[src/rtl/pixel_pkg.sv]
// Shared pixel/screen definitions for the blitter and its neighbours.
//   SCR_W / SCR_H : visible screen size in pixels
//   PIX_COL_W     : default colour depth, colour_t : matching colour type
//   mode_t        : blit mode encodings (copy / colour-key / fill)
package pixel_pkg;

    localparam int SCR_W     = 160;
    localparam int SCR_H     = 120;
    localparam int PIX_COL_W = 3;

    typedef logic [PIX_COL_W-1:0] colour_t;

    typedef enum logic [1:0] {
        MODE_COPY = 2'b00,
        MODE_KEY  = 2'b01,
        MODE_FILL = 2'b10
    } mode_t;

endpackage

[src/rtl/blit_scan_counter.sv]
// Raster scan counter for the image blitter.
//   clk, resetn : clock, synchronous active-low reset
//   clear       : restart the scan at (0,0), address 0
//   advance     : step to the next pixel (row-major)
//   col, row    : current image column / row
//   addr        : current ROM address (row * IMG_W + col)
//   last        : current address is the final pixel of the image
module blit_scan_counter #(
    parameter int IMG_W  = 160,
    parameter int IMG_H  = 120,
    parameter int ADDR_W = (IMG_W * IMG_H > 1) ? $clog2(IMG_W * IMG_H) : 1
) (
    input  logic              clk,
    input  logic              resetn,
    input  logic              clear,
    input  logic              advance,
    output logic [7:0]        col,
    output logic [6:0]        row,
    output logic [ADDR_W-1:0] addr,
    output logic              last
);
    import pixel_pkg::*;

    localparam logic [ADDR_W-1:0] LAST_ADDR = ADDR_W'(IMG_W * IMG_H - 1);
    localparam logic [7:0]        LAST_COL  = 8'(IMG_W - 1);

    assign last = (addr == LAST_ADDR);

    // The address is kept as its own counter so no multiplier is needed;
    // it stops on the last pixel rather than running past the image.
    always_ff @(posedge clk) begin
        if (!resetn || clear) begin
            col  <= '0;
            row  <= '0;
            addr <= '0;
        end else if (advance && !last) begin
            addr <= addr + 1'b1;
            if (col == LAST_COL) begin
                col <= '0;
                row <= row + 1'b1;
            end else begin
                col <= col + 1'b1;
            end
        end
    end

endmodule

[src/rtl/image_blitter.sv]
// Image blitter: copies an IMG_W x IMG_H image from a synchronous ROM to the
// VGA adapter pixel-write port at origin (x0, y0), with copy, colour-key and
// solid-fill modes and off-screen clipping.
//   clk, resetn          : clock, synchronous active-low reset
//   start                : blit request (sampled only when idle)
//   x0, y0               : origin, latched on accepted start
//   mode                 : 00 copy, 01 colour-key, 10 fill, 11 copy
//   key_col, fill_col    : transparent colour / fill colour
//   rom_addr, rom_q      : image ROM address and data (ROM_LAT latency)
//   x_out, y_out, col_out, plot : pixel write to the VGA adapter
//   busy, done           : busy from accept through done; done one-cycle pulse
module image_blitter #(
    parameter int IMG_W   = 160,
    parameter int IMG_H   = 120,
    parameter int COL_W   = 3,
    parameter int SCR_W   = pixel_pkg::SCR_W,
    parameter int SCR_H   = pixel_pkg::SCR_H,
    parameter int ROM_LAT = 1,
    parameter int ADDR_W  = (IMG_W * IMG_H > 1) ? $clog2(IMG_W * IMG_H) : 1
) (
    input  logic              clk,
    input  logic              resetn,
    input  logic              start,
    input  logic [7:0]        x0,
    input  logic [6:0]        y0,
    input  logic [1:0]        mode,
    input  logic [COL_W-1:0]  key_col,
    input  logic [COL_W-1:0]  fill_col,
    output logic [ADDR_W-1:0] rom_addr,
    input  logic [COL_W-1:0]  rom_q,
    output logic [7:0]        x_out,
    output logic [6:0]        y_out,
    output logic [COL_W-1:0]  col_out,
    output logic              plot,
    output logic              busy,
    output logic              done
);
    import pixel_pkg::*;

    typedef enum logic [1:0] {IDLE, RUN, DRAIN, DONE} state_t;

    localparam int DW = $clog2(ROM_LAT + 2);

    state_t            state, state_next;
    logic              accept, issue;
    logic [DW-1:0]     drain_cnt;

    logic [7:0]        x0_r;
    logic [6:0]        y0_r;
    mode_t             mode_r;
    logic [COL_W-1:0]  key_r, fill_r;

    logic [7:0]        col;
    logic [6:0]        row;
    logic              last;

    logic [8:0]        sum_x;
    logic [7:0]        sum_y;
    logic              on_screen;

    logic              pipe_live [ROM_LAT];
    logic [7:0]        pipe_x    [ROM_LAT];
    logic [6:0]        pipe_y    [ROM_LAT];

    logic              key_hit, plot_next;

    blit_scan_counter #(
        .IMG_W  (IMG_W),
        .IMG_H  (IMG_H),
        .ADDR_W (ADDR_W)
    ) u_scan (
        .clk     (clk),
        .resetn  (resetn),
        .clear   (accept),
        .advance (issue),
        .col     (col),
        .row     (row),
        .addr    (rom_addr),
        .last    (last)
    );

    // State register
    always_ff @(posedge clk) begin
        if (!resetn) state <= IDLE;
        else         state <= state_next;
    end

    // Next-state logic
    always_comb begin
        state_next = state;
        case (state)
            IDLE:    if (start) state_next = RUN;
            RUN:     if (last) state_next = DRAIN;
            DRAIN:   if (drain_cnt == DW'(ROM_LAT)) state_next = DONE;
            DONE:    state_next = IDLE;
            default: state_next = IDLE;
        endcase
    end

    // FSM outputs
    always_comb begin
        accept = (state == IDLE) && start;
        issue  = (state == RUN);
        busy   = (state != IDLE);
        done   = (state == DONE);
    end

    // DRAIN lasts ROM_LAT+1 cycles: counts 0..ROM_LAT
    always_ff @(posedge clk) begin
        if (!resetn || state != DRAIN) drain_cnt <= '0;
        else                           drain_cnt <= drain_cnt + 1'b1;
    end

    always_ff @(posedge clk) begin
        if (!resetn) begin
            x0_r   <= '0;
            y0_r   <= '0;
            mode_r <= MODE_COPY;
            key_r  <= '0;
            fill_r <= '0;
        end else if (accept) begin
            x0_r   <= x0;
            y0_r   <= y0;
            key_r  <= key_col;
            fill_r <= fill_col;
            case (mode)
                2'b01:   mode_r <= MODE_KEY;
                2'b10:   mode_r <= MODE_FILL;
                default: mode_r <= MODE_COPY;
            endcase
        end
    end

    // Sums are one bit wider than the screen coordinates so a carry-out
    // counts as off-screen instead of wrapping back onto the screen.
    always_comb begin
        sum_x     = {1'b0, x0_r} + {1'b0, col};
        sum_y     = {1'b0, y0_r} + {1'b0, row};
        on_screen = (int'(sum_x) < SCR_W) && (int'(sum_y) < SCR_H);
    end

    // Clipping is folded into the valid bit at issue time.
    always_ff @(posedge clk) begin
        if (!resetn) begin
            for (int unsigned i = 0; i < ROM_LAT; i++) pipe_live[i] <= 1'b0;
        end else begin
            pipe_live[0] <= issue && on_screen;
            for (int unsigned i = 1; i < ROM_LAT; i++) pipe_live[i] <= pipe_live[i-1];
        end
    end

    always_ff @(posedge clk) begin
        pipe_x[0] <= sum_x[7:0];
        pipe_y[0] <= sum_y[6:0];
        for (int unsigned i = 1; i < ROM_LAT; i++) begin
            pipe_x[i] <= pipe_x[i-1];
            pipe_y[i] <= pipe_y[i-1];
        end
    end

    always_comb begin
        key_hit   = (mode_r == MODE_KEY) && (rom_q == key_r);
        plot_next = pipe_live[ROM_LAT-1] && !key_hit;
    end

    always_ff @(posedge clk) begin
        if (!resetn) begin
            plot    <= 1'b0;
            x_out   <= '0;
            y_out   <= '0;
            col_out <= '0;
        end else begin
            plot <= plot_next;
            if (plot_next) begin
                x_out   <= pipe_x[ROM_LAT-1];
                y_out   <= pipe_y[ROM_LAT-1];
                col_out <= (mode_r == MODE_FILL) ? fill_r : rom_q;
            end
        end
    end

endmodule

[config.mk]
export PLATFORM = sky130hd
export DESIGN_NAME = image_blitter
export DESIGN_NICKNAME = d
export VERILOG_FILES = /design/src/rtl/pixel_pkg.sv /design/src/rtl/blit_scan_counter.sv /design/src/rtl/image_blitter.sv
export SDC_FILE = /design/constraint.sdc
export NUM_CORES = 1
export LEC_CHECK = 0
export ABC_AREA = 1
export CAP_MARGIN = 15
export CORE_ASPECT_RATIO = 0.7
export CORE_UTILIZATION = 40
export CTS_CLUSTER_DIAMETER = 120
export CTS_CLUSTER_SIZE = 8
export DETAILED_ROUTE_END_ITERATION = 8
export GPL_TIMING_DRIVEN = 0
export PLACE_DENSITY_LB_ADDON = 0.15
export SYNTH_ARGS = -nofsm -noshare
export SYNTH_HDL_FRONTEND = slang
export SYNTH_HIERARCHICAL = 1
export SYNTH_SLANG_ARGS = --single-unit
[constraint.sdc]
create_clock -name clk -period 3.8 [get_ports clk]
set_input_delay 0.76 -clock clk [delete_from_list [all_inputs] [get_ports clk]]
set_output_delay 0.76 -clock clk [all_outputs]
set_load 0.01 [all_outputs]
-- After elaboration in Yosys (flattened, before gate mapping)
Memories as Yosys holds them, arrays and structs flattened. A register that Yosys moved wholly into a read port is not among the register bits.
Index checks and enable logic that the tools add are counted.
Widths: inputs -> output; s select.
- bits in registers: 61
- bits in latches: 0
- bits in writable memories: 16
- ROM bits: 0
- bits of input ports: 29
- output and inout port bits: 36
- logic and storage cells: 67
- memories: 3
- memory list (memory ; depth ; bits a word ; read ports ; clocked after memory_dff ; write ports ; line ; RTL):
    pipe_x ; 1 ; 8 ; 1 ; 1 ; 1 ; image_blitter.sv:62 ; logic [7:0] pipe_x [ROM_LAT];
    pipe_y ; 1 ; 7 ; 1 ; 1 ; 1 ; image_blitter.sv:63 ; logic [6:0] pipe_y [ROM_LAT];
    pipe_live ; 1 ; 1 ; 1 ; 0 ; 1 ; image_blitter.sv:61 ; logic pipe_live [ROM_LAT];
- $add $sub $neg: 6
- multipliers: 0
- divide/modulo/power cells: 0
- $lt $le $gt $ge: 2
- equality and inequality tests: 15
- shift-type cells: 0
- mux-type cells: 11
- bitwise operators: 0
- reduce and logical (&&, ||, !) cells: 18
- operators by type and width (kind ; number):
    $add 15x1->15 const B ; 1
    $eq 15x15->1 const B ; 1
    $add 8x8->9 ; 1
    $lt 9x8->1 const B ; 1
    $add 7x7->8 ; 1
    $add 8x1->8 const B ; 1
    $eq 2x1->1 const B ; 4
    $eq 2x2->1 const B ; 4
    $eq 8x8->1 const B ; 1
    $lt 8x7->1 const B ; 1
    $mux 8 ; 1
    $pmux 2 s4 ; 1
    $add 7x1->7 const B ; 1
    $logic_and 1x1->1 ; 6
    $mux 2 ; 3
    $ne 2x2->1 const B ; 3
    $logic_not 1->1 ; 5
    $mux 1 ; 4
    $pmux 2 s2 ; 1
    $eq 3x3->1 ; 1
    $mux 3 ; 1
    $reduce_and 3->1 ; 1
    $add 2x1->2 const B ; 1
    $logic_not 2->1 ; 1
    5 further kinds ; 6

-- Longest topological paths before layout
Gate-level depths: netlist of the first run.
- word-level depth: 5
- depth in mapped cells: 14
- mapped depth without buffers: 14

-- Modules after synthesis
The synthesis of the first run kept the hierarchy.
- modules (own cells, without submodules) (module ; times used ; cells each ; area each (um^2) ; sequential area each (um^2)):
    image_blitter ; 1 ; 367 ; 2819.0 ; 1241.2
    blit_scan_counter ; 1 ; 283 ; 1790.5 ; 600.6

-- Least setup slack after synthesis of the first run
OpenSTA, ideal clock, no wires.
- path kind: input -> register
- start point: input port start
- end point: register u_scan.row[4]
- library setup time: 0.073 ns
- data arrival time: 2.025 ns
- data required time: 3.727 ns
- path slack: 1.702 ns
- stages on the path: 7
- buffers on the path: 2
- path through: nand2_1 -> clkinv_1 -> buf_2 -> nor2_1 -> clkinv_1 -> clkbuf_1 -> a21oi_1
- cells in the longest elaborated chain, start to end: 2
- ends and longest elaborated chain (item ; line ; RTL):
    start, declared ; image_blitter.sv:23 ; input logic start,
    $logic_and 1x1->1 ; image_blitter.sv:102 ; accept = (state == IDLE) && start;
    net accept ; image_blitter.sv:45 ; logic accept, issue;
    $logic_or 1x1->1 ; blit_scan_counter.sv:32 ; if (!resetn || clear) begin
    end signal, assigned ; blit_scan_counter.sv:40 ; row <= row + 1'b1;
    end, declared ; blit_scan_counter.sv:18 ; output logic [6:0] row,
The timed path passes the listed nets, and every way through them passes these cells.
A chain may end at the register's enable or synchronous reset.

-- Final worst setup path of the first run
Same ends and word-level chain as after synthesis.

==> impl_metrics.csv, run 1 <==
group,metric,value,unit
run_status,status,"completed",
timing,max_clock_freq,346.0,MHz
timing,setup_tns,0,ps
cts,insertion_delay,350,ps
power_and_ir_drop,power_density,542.1,nW/µm²
die,start_util,41.41,%
routing,wl_per_cell,12.26,µm
timing,skew,4.414,ps
logic_synthesis,yosys.cell_types.count,35,
logic_synthesis,synth_top_area_cell,"dfxtp_1",
worst_hold_path,holdCritPathClass,"flop to flop",
timing,slew_violations,0,
flow_run,drv_cap,0,
setup_path,worst_path_max_delay_cell,"clkdlybuf4s50_1",
cts,cts_buffers,9,
setup_path,rr_endpoint,"u_scan/row[4]$_SDFFE_PP0P_",
setup_path,cp_common_cell,"clkinv_1",
grt,antenna_found_initial,0,
layout,layout.nets,780,
layout,drive_above_1_share,7.671,%
logic_synthesis,synth.area.top_cells,"dfxtp_1 (40%), nand2_1 (12%), nor2_1 (9.4%), ha_1 (6.5%), inv_1 (6.4%)",
timing,worst_pin_slew,699.2,ps
routing,vias_per_cell,4.729,
setup_path,path_cells,"clkdlybuf4s50_1 > nand2_1 > clkinv_1 > buf_2 > nor2_1 > clkinv_1 > clkbuf_1 > a21oi_1",
grt,grt_pass1_wl,18030,µm
layout,syn2layout_area_growth,24.97,%
layout,final_common_cell,"nand2_1",
die,core_area,11130,µm²
setup_path,cp_slowest_stage_delay,430,ps
setup_path,critical_path_class,"input port to flop",
die,fp.dieH,91.82,µm
cts,clockRootBuffer,"clkbuf_16",
logic_synthesis,syn_nets,705,
logic_synthesis,netlist_area,4609,µm²
worst_hold_path,whs_endpoint,"drain_cnt[0]$_SDFF_PP0_",
setup_path,regToRegSetupSlack,1080,ps
place,port_buffers,64,
logic_synthesis,yosys_register_bits,92,
setup_path,cp-end-kind,"flop",
setup_path,r2r-start,"state[0]$_SDFFE_PN0P_",
grt,grt_pass1_vias,3859,
setup_path,critPathRequiredTime,4070,ps
power_and_ir_drop,ir_drop,0.2629,mV
timing,final.min_clock_period,2890,ps
worst_hold_path,hp-start,"drain_cnt[0]$_SDFF_PP0_",
timing,hold_viol,0,
routing,ant_nets,0,
die,ios,65,
cts,cts.repair.resized,0,
cts,cts_buffer_depth,2,
logic_synthesis,synth_seq_area_share,39.96,%
place,dp_cells,867,
cts,cts_sinks,92,
setup_path,reg2regPathDepth,9,
timing,period_share,76.06,%
die,placementRows,32,
power_and_ir_drop,leakage,0.002542,µW
cts,cts_tree,"built",
setup_path,worstPathMaxFanout,10,
die,die_w,130.3,µm
die,dieArea,11960,µm²
cts,postCtsSetupRepairBufs,0,
routing,vias,4176,
routing,routed_wl,10820,µm
cts,cts_hold_buf,0,
setup_path,start_kind,"input port",
layout,mostFrequentLayoutCells,"nand2_1 (145), nor2_1 (116), dfxtp_1 (92), inv_1 (78), clkdlybuf4s50_1 (64)",
layout,nFillCells,1123,
layout,utilization,51.75,%
grt,grt_max_degree,15,
timing,rsz0062_at_grt,"no",
routing,drc,0,
logic_synthesis,synthCells,650,
cts,h-tree-depth,3,
place,hpwl,8279,µm
layout,finalNonFillerCells,883,
cts,clkTransAtPathRegs,60,ps
timing,finalSetupViolCount,0,
routing,first_iter_violations,214,
grt,track_usage,19.52,%
timing,slew_headroom,53.39,%
routing,drt_first_pass_iters,5,
logic_synthesis,synth_top_area_share,39.96,%
grt,grt_overflow,0,
layout,diodes,0,
logic_synthesis,synth_area_per_cell,7.091,µm²
logic_synthesis,yosys_warnings,6,
place,gp_congestion,0.8703,
worst_hold_path,hold_depth,1,
setup_path,cp_data_arrival_time,3160,ps
-- Yosys cell counts (all sizes together) --
| library cell | instances |
|---|---|
| ha | 24 |
| o21bai | 1 |
| nand4 | 5 |
| fa | 2 |
| xnor2 | 8 |
| o31a | 1 |
| and2 | 1 |
| nor3 | 5 |
| nand2 | 148 |
| clkbuf | 8 |
| nand3 | 37 |
| o21ai | 51 |
| dfxtp | 92 |
| xor2 | 7 |
| clkinv | 2 |
| nand3b | 2 |
| nor2 | 130 |
| o221ai | 1 |
| buf | 9 |
| inv | 83 |
| or2 | 4 |
| a21oi | 29 |
-- report_power, final --
| group | internal, µW | switching [µW] |
|---|---|---|
| Combinational | 387 | 523 |
| Clock | 594 | 369 |
| Sequential | 1150 | 99.2 |
| Total | 2130 | 991 |
-- worst max-delay path by stage --
stage,start,to,cells past startpoint
CTS,start,u_scan/row[4]$_SDFFE_PP0P_,8
finish,start,u_scan/row[4]$_SDFFE_PP0P_,8
global placement,start,u_scan/row[4]$_SDFFE_PP0P_,8
global route,start,u_scan/row[4]$_SDFFE_PP0P_,8
floorplan,start,u_scan/row[4]$_SDFFE_PP0P_,7
detailed placement,start,u_scan/row[4]$_SDFFE_PP0P_,8
-- worst max-delay path: cells and delay by family --
family | cells | cell delay (ps)
compound gates | 1 | 220
buf+inv | 5 | 1740
simple gates | 2 | 440
-- metrics by stage --
stage	hold WS [ps]	setup WS, ps	total power, µW	cell area (µm²)
floorplan	407.3	1702	1853	4609
global placement	418.9	617.3	2157	5441
detailed placement	425.4	569.3	2185	5441
CTS	441.3	940.9	3156	5761
global route	464.0	703.1	3328	5761
finish	444.5	909.9	3123	5761
-- layer usage --
metal	part of all wire [%]	GRT usage, %	wire (µm)	vias up
met5	0	0	0	-
met1	52	27.08	5595	1886
met3	6.0	5.426	644	10
met2	41	29.70	4477	106
met4	0.97	4.651	105	0
li1	-	-	-	2174
-- layout make-up --
| type | instances | area [µm²] | share of cell area, % |
|---|---|---|---|
| multi-input combinational | 456 | 2326 | 40.38 |
| sequential | 92 | 1842 | 31.97 |
| timing repair buffer | 64 | 640.6 | 11.12 |
| inverter | 85 | 326.6 | 5.669 |
| clock buffer | 12 | 246.5 | 4.279 |
| tap | 153 | 191.4 | 3.323 |
| buffer | 17 | 115.1 | 1.998 |
| clock inverter | 4 | 72.57 | 1.260 |
-- flip-flops by register name, indices dropped and copies added (netlist names), 8 cells and up --
register and count:
u_scan/addr 15, x0_r 8, u_scan/col 8, pipe_x 8
x_out 8
-- kinds of logic (layout without fill, tap and decap cells) --
family | after synthesis | in the layout | share of synthesized area (%)
AO/OA/AOI/OAI | 83 | 83 | 9.799
flip-flops | 92 | 92 | 39.96
adder cells (fa/ha/maj) | 26 | 26 | 7.383
XOR/XNOR | 15 | 15 | 2.850
buffers and inverters | 102 | 182 | 9.582
AND/OR/NAND/NOR | 332 | 332 | 30.43
No activity file was read; power rests on OpenSTA's default activity.
==> run 2: changes to the inputs <==
==> constraint.sdc (replaced) <==
create_clock -name clk -period 2.5 [get_ports clk]
set_input_delay 0.5 -clock clk [delete_from_list [all_inputs] [get_ports clk]]
set_output_delay 0.5 -clock clk [all_outputs]
set_load 0.01 [all_outputs]
==> run 2 against run 1 <==
Net effect:
- sequential power is 52% higher
- cell count is 0.11% lower
- critical path depth stayed put
- register-to-register slack worse by 790 ps
- count of clock-buffer cells in the layout stayed put
- clock skew is 0.73 ps higher
- critical path type is now flop to flop
==> impl_metrics.csv, run 2 (synthesis gave the netlist of run 1 again) <==
group,metric,value,unit
grt,grt_pass1_wl,18040,µm
setup_path,path_cells,"inv_1 > ha_1 > nand2_1 > clkinvlp_4 > buf_2 > nor2_2 > clkinv_2 > nor3_1",
setup_path,worst_path_max_delay_cell,"dfxtp_1",
die,dieArea,11960,µm²
cts,cts_buffers,9,
power_and_ir_drop,p_clk_share,30.7,%
routing,drc,0,
routing,wl_per_cell,12.16,µm
setup_path,cp-end-kind,"flop",
die,core_area,11130,µm²
timing,skew,5.141,ps
layout,finish.instance_area,5766,µm²
place,dp_cells,867,
layout,nFillCells,1122,
power_and_ir_drop,switchingPower,1504,µW
cts,postCtsSetupRepairBufs,0,
grt,track_usage,19.53,%
layout,layout.nets,779,
flow_run,drv_cap,0,
cts,cts_sinks,92,
cts,insertion_delay,340,ps
worst_hold_path,holdCritPathClass,"flop to flop",
cts,clkTransAtPathRegs,60,ps
setup_path,critical_path_class,"flop to flop",
power_and_ir_drop,internal-power,3242,µW
routing,wl_met3,513,µm
layout,multi_input_area,2328,µm²
setup_path,worstPathMaxFanout,17,
die,fp.dieH,91.82,µm
routing,drt_first_pass_iters,5,
grt,grt_max_degree,15,
power_and_ir_drop,p_sw_share,31.69,%
layout,largest_register_ffs,15,
routing,vias_per_cell,4.735,
setup_path,crit_family,"buffers and inverters",
timing,final.min_clock_period,2209,ps
setup_path,worst-path-buf-inv,4,
layout,regMostFlops,"u_scan/addr",
layout,final_common_cell,"nand2_1",
cts,h-tree-depth,3,
place,placed_cell_area,5441,µm²
cts,clockRootBuffer,"clkbuf_16",
layout,drive_above_1_share,8.230,%
routing,first_iter_violations,224,
routing,highest_layer,"met4",
layout,mostFrequentLayoutCells,"nand2_1 (145), nor2_1 (115), dfxtp_1 (92), inv_1 (78), clkdlybuf4s50_1 (64)",
die,placementRows,32,
routing,routed_wl,10730,µm
cts,cts_tree,"built",
power_and_ir_drop,leakage,0.002544,µW
place,port_buffers,64,
power_and_ir_drop,seq_power_share,40.0,%
timing,slew_violations,0,
setup_path,cp_slowest_stage_delay,370,ps
die,die_w,130.3,µm
routing,vias,4176,
timing,period_share,88.36,%
setup_path,cp_data_arrival_time,2480,ps
timing,rsz0062_at_grt,"no",
grt,antenna_found_initial,0,
routing,ant_nets,0,
place,hpwl,8279,µm
timing,holdWs,444.6,ps
place,preCtsSetupSlack,-470.7,ps
die,ios,65,
layout,finalNonFillerCells,882,
layout,seqCellArea,1842,µm²
grt,grt_overflow,0,
layout,diodes,0,
cts,cts_buffer_depth,2,
layout,syn2layout_area_growth,25.08,%
power_and_ir_drop,combPwrFrac,29.3,%
place,gp_congestion,0.8703,
setup_path,critPathRequiredTime,2770,ps
die,start_util,41.41,%
timing,max_clock_freq,452.7,MHz
power_and_ir_drop,ir_drop,0.3990,mV
timing,worst_pin_slew,582.7,ps
power_and_ir_drop,power_density,823.3,nW/µm²
run_status,status,"completed",
routing,wl_met2,4502,µm
timing,finalSetupViolCount,0,
timing,setup_tns,0,ps
routing,wl_met1,5625,µm
grt,grt_pass1_vias,3859,
timing,fin_ws,291.0,ps
setup_path,start_kind,"flop",
timing,slew_headroom,61.16,%
timing,hold_viol,0,
==> run 2: worst register-to-register path, cell delays in order, from the launching register on <==
cell        delay (ps)
dfxtp_1            370
inv_1              100
ha_1               220
nand2_1            140
clkinvlp_4         210
buf_2              250
nor2_2             250
clkinv_2           330
nor3_1             250
==> run 2: final timing paths <==
check,startpoint,endpoint,slack [ps],cells after the start
worst max-delay path,state[0]$_SDFFE_PN0P_,u_scan/addr[8]$_SDFFE_PP0P_,290,8
worst min-delay path,drain_cnt[0]$_SDFF_PP0_,drain_cnt[0]$_SDFF_PP0_,440,1
worst max register to register,state[0]$_SDFFE_PN0P_,u_scan/addr[8]$_SDFFE_PP0P_,290,8
worst min register to register,drain_cnt[0]$_SDFF_PP0_,drain_cnt[0]$_SDFF_PP0_,440,1
==> run 2: what timing repair did <==
action,4_1_cts,5_1_grt
resized for setup,3,2
gates cloned,0,0
endpoints found under the setup margin,12,13
hold buffers,0,0
==> run 2: power groups by stage <==
stage                     registers (µW)  logic (µW)  clock network (µW)
after floorplan                     1930         883                   0
after global placement              1920        1350                   0
after detailed placement            1930        1390                   0
after CTS                           1900        1400                1500
after global routing                1930        1580                1550
final                               1900        1390                1460
==> run 2: final cells by class <==
type	count	share of cell area, %
plain buffers	16	1.953
well taps	153	3.320
multi-input cells	456	40.39
inverters	85	5.751
flip-flops and latches	92	31.94
clock inverters	4	1.259
repair buffers	64	11.11
clock buffers	12	4.275
==> run 2: layer usage <==
| layer | vias to the layer above | track usage (%) |
|---|---|---|
| li1 | 2174 | - |
| met1 | 1894 | 27.08 |
| met2 | 100 | 29.74 |
| met3 | 8 | 5.426 |
| met4 | 0 | 4.651 |
| met5 | - | 0 |
==> run 2: stage by stage <==
| step | utilization (%) | total power [µW] |
|---|---|---|
| floorplan | - | 2817 |
| finish | 51.80 | 4747 |
| global placement | 48.89 | 3278 |
| CTS | 51.79 | 4799 |
| global route | 51.80 | 5063 |
| detailed placement | 48.89 | 3322 |
==> run 3: changes to the inputs <==
--- a/config.mk
+++ b/config.mk
@@ -8,7 +8,7 @@
 export ABC_AREA = 1
 export CAP_MARGIN = 15
 export CORE_ASPECT_RATIO = 0.7
-export CORE_UTILIZATION = 40
+export CORE_UTILIZATION = 55
 export CTS_CLUSTER_DIAMETER = 120
 export CTS_CLUSTER_SIZE = 8
 export DETAILED_ROUTE_END_ITERATION = 8
==> constraint.sdc (replaced) <==
create_clock -name clk -period 2.4 [get_ports clk]
set_input_delay 0.48 -clock clk [delete_from_list [all_inputs] [get_ports clk]]
set_output_delay 0.48 -clock clk [all_outputs]
set_load 0.01 [all_outputs]
==> run 3 against run 2 <==
Net effect:
- the flow now finishes with violations (DRC)
- global-route usage is 5.6 points higher
- fmax increased by 1.6%
- count of clock-buffer cells in the layout increased by 1
- cell count down 6.1%
- routed wire length decreased by 2.3%
- critical path depth up 1
- register-to-register slack worse by 60 ps
- via count grew 2.5%
- critical endpoint is now u_scan/addr[1]$_SDFFE_PP0P_
==> impl_metrics.csv, run 3 (synthesis gave the netlist of run 1 again) <==
group,metric,value,unit
timing,slew_violations,0,
place,gp_congestion,0.8957,
cts,h-tree-depth,3,
place,dp_cells,815,
cts,cts_buffers,9,
layout,final_common_cell,"nand2_1",
cts,cts_sinks,92,
setup_path,start_kind,"flop",
die,dieArea,8757,µm²
layout,nFillCells,658,
timing,hold_viol,0,
setup_path,critical_path_class,"flop to flop",
setup_path,cp_slowest_stage_delay,360,ps
setup_path,worstPathMaxFanout,10,
die,core_area,8006,µm²
routing,vias_per_cell,5.171,
setup_path,worst-path-buf-inv,4,
cts,insertion_delay,340,ps
power_and_ir_drop,power_density,841.5,nW/µm²
grt,grt_pass1_vias,3860,
layout,drive_above_1_share,7.978,%
grt,grt_pass1_wl,17390,µm
power_and_ir_drop,leakage,0.002528,µW
run_status,status,"finished, violations left",
cts,clockRootBuffer,"clkbuf_16",
die,die_w,111.4,µm
grt,grt_max_degree,18,
place,placed_cell_area,5376,µm²
setup_path,path_cells,"inv_1 > ha_1 > nand2_1 > clkinv_1 > buf_2 > nor2_2 > clkbuf_4 > o21ai_0 > nor2_1",
routing,vias,4282,
layout,diodes,0,
routing,drt_first_pass_iters,7,
layout,finish.instance_area,5659,µm²
cts,postCtsSetupRepairBufs,0,
layout,regMostFlops,"u_scan/addr",
cts,clkTransAtPathRegs,60,ps
flow_run,drv_cap,0,
timing,max_clock_freq,460.1,MHz
layout,utilization,70.68,%
place,hpwl,8019,µm
run_status,violations,"DRC",
timing,worst_pin_slew,589.6,ps
cts,cts_tree,"built",
cts,cts_hold_buf,0,
timing,slew_headroom,60.69,%
routing,routed_wl,10480,µm
grt,antenna_found_initial,0,
layout,syn2layout_area_growth,22.77,%
grt,grt_overflow,0,
layout,largest_register_ffs,15,
setup_path,critPathRequiredTime,2680,ps
power_and_ir_drop,finalPower,4762,µW
routing,drc,8,
routing,first_iter_violations,312,
layout,mostFrequentLayoutCells,"nand2_1 (145), nor2_1 (115), dfxtp_1 (92), inv_1 (78), clkdlybuf4s50_1 (64)",
setup_path,crit_family,"buffers and inverters",
routing,wl_per_cell,12.66,µm
layout,layout.nets,779,
layout,finalNonFillerCells,828,
timing,finalSetupViolCount,0,
routing,ant_nets,0,
place,port_buffers,64,
timing,period_share,90.56,%
cts,cts_buffer_depth,2,
timing,final.min_clock_period,2173,ps
die,ios,65,
setup_path,cp_data_arrival_time,2450,ps
setup_path,worst_path_max_delay_cell,"dfxtp_1",
setup_path,cp-end-kind,"flop",
worst_hold_path,holdCritPathClass,"flop to flop",
die,placementRows,27,
grt,track_usage,25.18,%
power_and_ir_drop,ir_drop,0.4720,mV
die,start_util,57.57,%
die,fp.dieH,78.60,µm
timing,skew,4.489,ps
timing,setup_tns,0,ps
-- run 3: changes by cell type in the layout (fill, tap and decap cells not counted), sizes merged --
cell | before | now
bufinv | 2 | 0
inv | 83 | 84
clkbuf | 19 | 20
clkinvlp | 2 | 1
clkinv | 2 | 1
-- run 3: final cells by class --
| class | count | area, µm² | share of cell area [%] |
|---|---|---|---|
| multi-input cells | 456 | 2328 | 41.15 |
| flip-flops and latches | 92 | 1842 | 32.54 |
| repair buffers | 64 | 640.6 | 11.32 |
| inverters | 85 | 329.1 | 5.815 |
| clock buffers | 13 | 270.3 | 4.776 |
| well taps | 101 | 126.4 | 2.233 |
| plain buffers | 16 | 115.1 | 2.034 |
| clock inverters | 1 | 7.507 | 0.1327 |
-- run 3: layer usage --
metal,up-vias,share of wire [%],track usage [%]
met5,-,0,0
met4,0,0.89,7.703
met3,15,6.2,5.869
met2,128,45,41.50
met1,1964,48,32.87
li1,2175,-,-
-- run 3: final timing paths --
kind / from / end / slack (ps) / depth (start not counted)
max: state[0]$_SDFFE_PN0P_ / u_scan/addr[1]$_SDFFE_PP0P_ / 230 / 9
min: drain_cnt[0]$_SDFF_PP0_ / drain_cnt[0]$_SDFF_PP0_ / 440 / 1
max reg2reg: state[0]$_SDFFE_PN0P_ / u_scan/addr[1]$_SDFFE_PP0P_ / 230 / 9
min reg2reg: drain_cnt[0]$_SDFF_PP0_ / drain_cnt[0]$_SDFF_PP0_ / 440 / 1
-- run 3: metrics by stage --
step           setup WS [ps]  hold slack (ps)
2_1_floorplan          438.6            407.3
3_3_place_gp          -452.0            417.4
3_5_place_dp          -538.1            435.3
4_1_cts                54.49            443.7
5_1_grt               -9.090            449.7
6_report               226.6            436.9
-- run 3: power by group --
part,internal [µW],total (µW),switching (µW)
clock network,775,1330,551
logic,618,1460,838
registers,1820,1980,157
total,3220,4760,1550
-- run 3: repair_timing --
item	4_1_cts	5_1_grt
resized for setup	2	4
pin swaps	0	0
setup endpoints to repair	12	27
